## src/rtl/lfsr_seed_sequencer.sv

```systemverilog
// Seed sequencer for the LFSR segment randomiser: holds and steps the LFSR state,
// runs a warm-up burst after every reseed and hands out seed/probability/frame index.
module lfsr_seed_sequencer #(
  parameter int                 RNDSIZE      = 70,
  parameter int                 COUNTERSIZE  = 4,
  parameter int                 COUNT_MAX    = 9,
  parameter int                 WARMUP_STEPS = 16,
  parameter logic [RNDSIZE-1:0] INIT_SEED    = RNDSIZE'(1)
) (
  input  logic                   clk,
  input  logic                   rst_n,
  input  logic                   load_valid,
  output logic                   load_ready,
  input  logic [RNDSIZE-1:0]     load_seed,
  input  logic [COUNTERSIZE-1:0] load_prob,
  output logic                   out_valid,
  input  logic                   out_ready,
  output logic [RNDSIZE-1:0]     seed,
  output logic [COUNTERSIZE-1:0] probability,
  output logic [COUNTERSIZE-1:0] count
);

  localparam int WW = (WARMUP_STEPS > 0) ? $clog2(WARMUP_STEPS + 1) : 1;

  typedef enum logic [1:0] {
    ST_IDLE   = 2'd0,
    ST_WARMUP = 2'd1,
    ST_ACTIVE = 2'd2
  } state_e;

  // Same polynomial as the downstream combinational randomiser.
  function automatic logic [RNDSIZE-1:0] lfsr_step(input logic [RNDSIZE-1:0] s);
    logic fb;
    fb = s[RNDSIZE-1] ^ s[3] ^ s[2] ^ s[0];
    return {s[RNDSIZE-2:0], fb};
  endfunction

  state_e                 state_q, state_d;
  logic [RNDSIZE-1:0]     seed_q, seed_d;
  logic [COUNTERSIZE-1:0] prob_q, prob_d;
  logic [COUNTERSIZE-1:0] count_q, count_d;
  logic [WW-1:0]          warm_q, warm_d;
  logic                   out_valid_q, out_valid_d;
  logic                   load_ready_q, load_ready_d;
  logic                   load_acc_s;
  logic                   hs_s;

  assign load_acc_s = load_valid & load_ready_q;
  assign hs_s       = out_valid_q & out_ready;

  // Next-state logic; a load always wins over a concurrent output handshake.
  always_comb begin
    state_d      = state_q;
    seed_d       = seed_q;
    prob_d       = prob_q;
    count_d      = count_q;
    warm_d       = warm_q;
    out_valid_d  = 1'b0;
    load_ready_d = 1'b1;
    case (state_q)
      ST_IDLE: begin
        if (load_acc_s) begin
          seed_d  = (load_seed == '0) ? INIT_SEED : load_seed;
          prob_d  = load_prob;
          count_d = '0;
          warm_d  = '0;
          state_d = (WARMUP_STEPS > 0) ? ST_WARMUP : ST_ACTIVE;
        end else begin
          state_d = ST_IDLE;
        end
      end
      ST_WARMUP: begin
        seed_d = lfsr_step(seed_q);
        warm_d = warm_q + WW'(1);
        if (warm_q == WW'(WARMUP_STEPS - 1)) begin
          state_d = ST_ACTIVE;
        end else begin
          state_d = ST_WARMUP;
        end
      end
      ST_ACTIVE: begin
        if (load_acc_s) begin
          seed_d  = (load_seed == '0) ? INIT_SEED : load_seed;
          prob_d  = load_prob;
          count_d = '0;
          warm_d  = '0;
          state_d = (WARMUP_STEPS > 0) ? ST_WARMUP : ST_ACTIVE;
        end else if (hs_s) begin
          seed_d  = lfsr_step(seed_q);
          count_d = (count_q == COUNTERSIZE'(COUNT_MAX)) ? '0 : count_q + COUNTERSIZE'(1);
        end else begin
          state_d = ST_ACTIVE;
        end
      end
      default: begin
        state_d = ST_IDLE;
        seed_d  = INIT_SEED;
        prob_d  = '0;
        count_d = '0;
        warm_d  = '0;
      end
    endcase
    // Handshake flags are derived from the next state so they come straight off flops.
    out_valid_d  = (state_d == ST_ACTIVE);
    load_ready_d = (state_d != ST_WARMUP);
  end

  // State and output registers.
  always_ff @(posedge clk or negedge rst_n) begin
    if (!rst_n) begin
      state_q      <= ST_IDLE;
      seed_q       <= INIT_SEED;
      prob_q       <= '0;
      count_q      <= '0;
      warm_q       <= '0;
      out_valid_q  <= 1'b0;
      load_ready_q <= 1'b1;
    end else begin
      state_q      <= state_d;
      seed_q       <= seed_d;
      prob_q       <= prob_d;
      count_q      <= count_d;
      warm_q       <= warm_d;
      out_valid_q  <= out_valid_d;
      load_ready_q <= load_ready_d;
    end
  end

  assign seed        = seed_q;
  assign probability = prob_q;
  assign count       = count_q;
  assign out_valid   = out_valid_q;
  assign load_ready  = load_ready_q;

endmodule
```

## config.mk

```make
export PLATFORM = sky130hd
export DESIGN_NAME = lfsr_seed_sequencer
export DESIGN_NICKNAME = d
export VERILOG_FILES = /design/src/rtl/lfsr_seed_sequencer.sv
export SDC_FILE = /design/constraint.sdc
export NUM_CORES = 1
export LEC_CHECK = 0
export ABC_AREA = 1
export BUFFER_PORTS_ARGS = -buffer_cell sky130_fd_sc_hd__buf_2
export CORE_UTILIZATION = 48
export DETAILED_ROUTE_END_ITERATION = 16
export MAX_ROUTING_LAYER = met4
export PLACE_DENSITY = 0.89
export SLEW_MARGIN = 20
export SYNTH_ARGS = -nofsm -noshare
export SYNTH_HDL_FRONTEND = slang
export SYNTH_SLANG_ARGS = --single-unit
```

## constraint.sdc

```tcl
create_clock -name clk -period 1.8 [get_ports clk]
set_clock_uncertainty 0.2 [all_clocks]
set_input_delay 0.18 -clock clk [delete_from_list [all_inputs] [get_ports clk]]
set_output_delay 0.18 -clock clk [all_outputs]
set_load 0.01 [all_outputs]
```

* Yosys cells after proc, flatten, opt, wreduce, memory -nomap -nowiden
Cells that the tools add are included.
Cells by class: bitwise operators 6, reduce and logical (&&, ||, !) cells 6, add/sub/neg operators 2, multiplexer cells 19, equality and inequality tests 9
Operator list (count):
- $mux W70 | 4
- $pmux W70 S3 | 1
- $logic_not A70 Y1 | 1
- $mux W4 | 5
- $pmux W4 S3 | 1
- $pmux W5 S2 | 1
- $pmux W4 S2 | 1
- $mux W2 | 3
- $pmux W2 S3 | 1
- $add A5 B1 Y5 const B | 1
- $eq A5 B4 Y1 const B | 1
- $mux W5 | 1
- $add A4 B1 Y4 const B | 1
- $eq A2 B2 Y1 const B | 2
- $eq A4 B4 Y1 const B | 1
- $ne A2 B1 Y1 const B | 2
- $reduce_and A2 Y1 | 2
- $ne A3 B3 Y1 const B | 1
- $reduce_and A3 Y1 | 1
- $xor A1 B1 Y1 | 3
- $and A1 B1 Y1 | 2
- $eq A2 B1 Y1 const B | 1
- $logic_not A2 Y1 | 1
- $ne A2 B2 Y1 const B | 1
- other kinds (3) | 3
Storage, ports and cells: register bits 87, bits of input ports 78, output and inout bits 80, logic and storage cells 49

* Depth between registers and ports, before layout
depth after elaboration 6, depth in mapped cells 10, gate-level depth less buffers 9

* Least setup slack after synthesis
No wires, ideal clock.
path type register to register, start register load_ready_q, in the netlist load_ready, end register seed_q[45], in the netlist seed[45], setup time 132 ps, clock period less this slack 1763 ps, stages on the path, launching flop included 8, arrival 1431 ps, setup slack 37 ps, path buffers 2, cells stage by stage dfstp_2 -> nand2_1 -> buf_2 -> clkbuf_1 -> o211ai_1 -> o21ai_0 -> a21oi_1 -> o21ai_1
Between the ends: longest elaborated chain between the ends 3, elaborated cells between the ends (all ways) 6, those cells by class eq/ne: 2; mux: 2; bitwise: 1; reduce/logical: 1
Ends and longest elaborated chain:
- start, declared | RTL line 44 | logic load_ready_q, load_ready_d;
- start signal, assigned | RTL line 125 | load_ready_q <= load_ready_d;
- $and A1 B1 Y1 * | RTL line 48 | assign load_acc_s = load_valid & load_ready_q;
- $mux W70 (tied with other cells) | RTL line 82 | if (load_acc_s) begin
- $pmux W70 S3 or $reduce_and A2 Y1 (tied branches)
- end signal, assigned | RTL line 112 | seed_q <= INIT_SEED;
- end signal, assigned | RTL line 120 | seed_q <= seed_d;
- end, declared | RTL line 39 | logic [RNDSIZE-1:0] seed_q, seed_d;
Mark *: on every way between the ends. The rest lies on a longest branch, timed or not. A chain may end at the register's enable or synchronous reset.

* Worst setup path after layout
start register load_ready_q, in the netlist load_ready, end register seed_q[32], in the netlist seed[32]
Same word-level chain as after synthesis.

==> out/results.ini <==
[yosys]
synth_area_leaders = dfrtp_1 (40%), nand2_1 (11%), o211ai_1 (8.4%), o21ai_0 (7.9%), a21oi_1 (7.0%)
avgSynthCellArea_sq_um = 7.13
synth-edff-count = 0
synth_nets = 836
synthArstFlopShare_pct = 100
synthTopCellsByCount = nand2_1 (162), dfrtp_1 (85), inv_1 (85), o21ai_0 (85), a21oi_1 (75)
ys_seq_area_share_pct = 40.5
syn_inst = 754
synth_largest_area_cell = dfrtp_1
synth_top_area_share_pct = 39.6
synth_area_sq_mm = 0.00538
synth_cell_types = 27
synth_flop_cell = dfrtp_1
yosysMostFrequentCell = nand2_1
yosysWarnings = 0
synth_seq_cells = 87

[sta]
max-slew-margin-rel_pct = 72.8
tightest_slew_ns = 0.409
setup-violations-final = 0
post-route-period-util_pct = 99.2
fmax_mhz = 560
fin_setup_tns_ns = 0
whs_ns = 0.0548
slew_viol_final = 0
rsz0062_at_grt = yes
final_hold_viol_count = 0
setup_slack_ns = 0.0143
layout_min_cycle_time_ns = 1.79

[place]
port_buffers = 157
place_area_sq_mm = 0.00643
hpwl_mm = 10.5
pre_cts_slack_ns = 0.00959
gp_congestion = 0.860

[drt]
ant_nets = 0
vias = 6400
routed_wl_mm = 18.2
dr.pass1.iters = 5
drt-vias-per-instance = 5.66
wire_per_inst_um = 16.1
drt_iter0_drc = 677
drt_drc_violations_left = 0

[worst_setup_path]
crit_chain = nand2_4 -> buf_12 -> buf_12 -> o211ai_1 -> o21ai_1 -> a21oi_1 -> o21ai_0
critPathTopFamily = flip-flops
max_stage_delay_ns = 0.57
cp.buffers_inverters = 2
start_kind = register
critPathArrivalTime_ns = 1.81
crit_fanout = 37
end_kind = register
reg2reg_depth = 7
r2r_end = seed[32]
criticalPathCategory = reg2reg
crit_slowest_cell = dfstp_2
reg2reg_from = load_ready
reg2reg_slack_ns = 0.01
crit_required_ns = 1.82
crit_top_cell = buf_12

[floorplanning]
io-pin-count = 158
die_w_um = 108
core_sq_mm = 0.0109
fp.dieH_um = 108
dieArea_sq_mm = 0.0116
start_util_pct = 49.4
rows = 38

[job]
cap_violations = 0

[hold_path]
min_from = load_seed[60]
hp-class = in2reg
hold_depth = 5
whs_endpoint = seed[60]

[clock_network]
root_buffer = clkbuf_8
clk_path_buf_depth = 2
cts_inserted_buffers = 9
cts_tree = yes
clk_pin_slew_ns = 0.08
clk_latency_ns = 0.36
htree_num_levels = 3
clock-sinks = 87

[final_layout]
antenna_cells = 0
layout-drive-gt1-share_pct = 23.8
finalNetCount = 1067
area_delta_synth_final_pct = 43.2
final_area_sq_mm = 0.00770

[run_status]
outcome = complete, no violations

[pwr]
power_density_mw_per_mm2 = 1510
cellLeakagePower_nw = 3.77
ir_drop_mv = 0.935

[global_route]
grt_max_degree = 53
grt_first_pass_wirelength_mm = 27.0
grt_overflow_total = 0
track_usage_pct = 30.1
grt_pass1_vias = 5805
antenna_found_initial = 0

[report_power, final]
| part | switching, mW | total, mW | leakage [nW] | internal, mW |
|---|---|---|---|---|
| Clock | 0.720 | 1.50 | 0.102 | 0.778 |
| Sequential | 0.723 | 3.57 | 1.10 | 2.84 |
| Combinational | 3.90 | 6.55 | 2.57 | 2.65 |
| Total | 5.34 | 11.6 | 3.77 | 6.27 |
[layout make-up]
cell class	count	area, sq um
Sequential cell	87	2180
Tap cell	140	175
Inverter	91	348
Clock buffer	10	128
Multi-Input combinational cell	528	2660
Fill cell	809	3190
Clock inverter	6	85.1
Timing Repair Buffer	268	2130
[per-stage QoR]
stage,std cells,power (mW),utilization (%)
floorplan,754,7.23,-
global placement,1025,9.16,59.0
detailed placement,1025,9.36,59.0
CTS,1112,11.0,67.6
global route,1130,12.5,70.7
finish,1130,11.6,70.7
[layer usage]
layer	track usage, %	share of wire, %	vias up
met2	47.3	47	391
met4	15.4	5.0	0
met5	-	0	-
met1	37.5	40	2926
met3	4.84	8.1	85
li1	-	-	2998
[kinds of logic (layout without fill, tap and decap cells)]
logic type | Yosys count | in the layout | share of synthesized area [%]
AOI/OAI and AO/OA | 295 | 295 | 30.8
xor gates and xnor gates | 3 | 3 | 0.489
adders and majority gates | 4 | 4 | 0.931
buffers and inverters | 139 | 375 | 10.8
DFF | 87 | 87 | 40.5
and+or+nand+nor | 226 | 226 | 16.5
[worst max path at each step]
stage                     to  slack, ns  depth (start not counted)       start
finish              seed[32]       0.01                          7  load_ready
global placement    seed[61]       0.04                          6  load_ready
global route        seed[47]      -0.07                          7  load_ready
detailed placement  seed[61]       0.01                          6  load_ready
floorplan           seed[45]       0.04                          7  load_ready
CTS                 seed[35]       0.03                          7  load_ready
[worst register-to-register path, cell delays in order, from the launching register on]
cell	delay [ns]
dfstp_2	0.57
nand2_4	0.09
buf_12	0.16
buf_12	0.17
o211ai_1	0.18
o21ai_1	0.08
a21oi_1	0.13
o21ai_0	0.10
[what timing repair did]
| item | CTS | global route |
|---|---|---|
| endpoints found under the hold margin | 152 | 0 |
| resized for setup | 1 | 38 |
| endpoints found under the setup margin | 1 | 56 |
| hold buffers | 69 | 0 |
| setup buffers | 2 | 9 |
| cloned | 0 | 9 |
| pin swaps | 0 | 11 |
[state kept, by name, summed over array words and instances (netlist names)]
register and flops:
state_q 2, out_valid 1, count 4, seed 70, probability 4, warm_q 5, load_ready 1
[layout by cell type (no fill, tap or decap), drive strengths merged, types with 17 or more instances in the layout]
master         n
clkbuf        17
o211ai        60
dfrtp         85
dlygate4sd3   69
buf          192
inv           90
nand2        163
nor2          53
a21oi         75
o21ai        147
No activity file was read; power rests on OpenSTA's default activity.
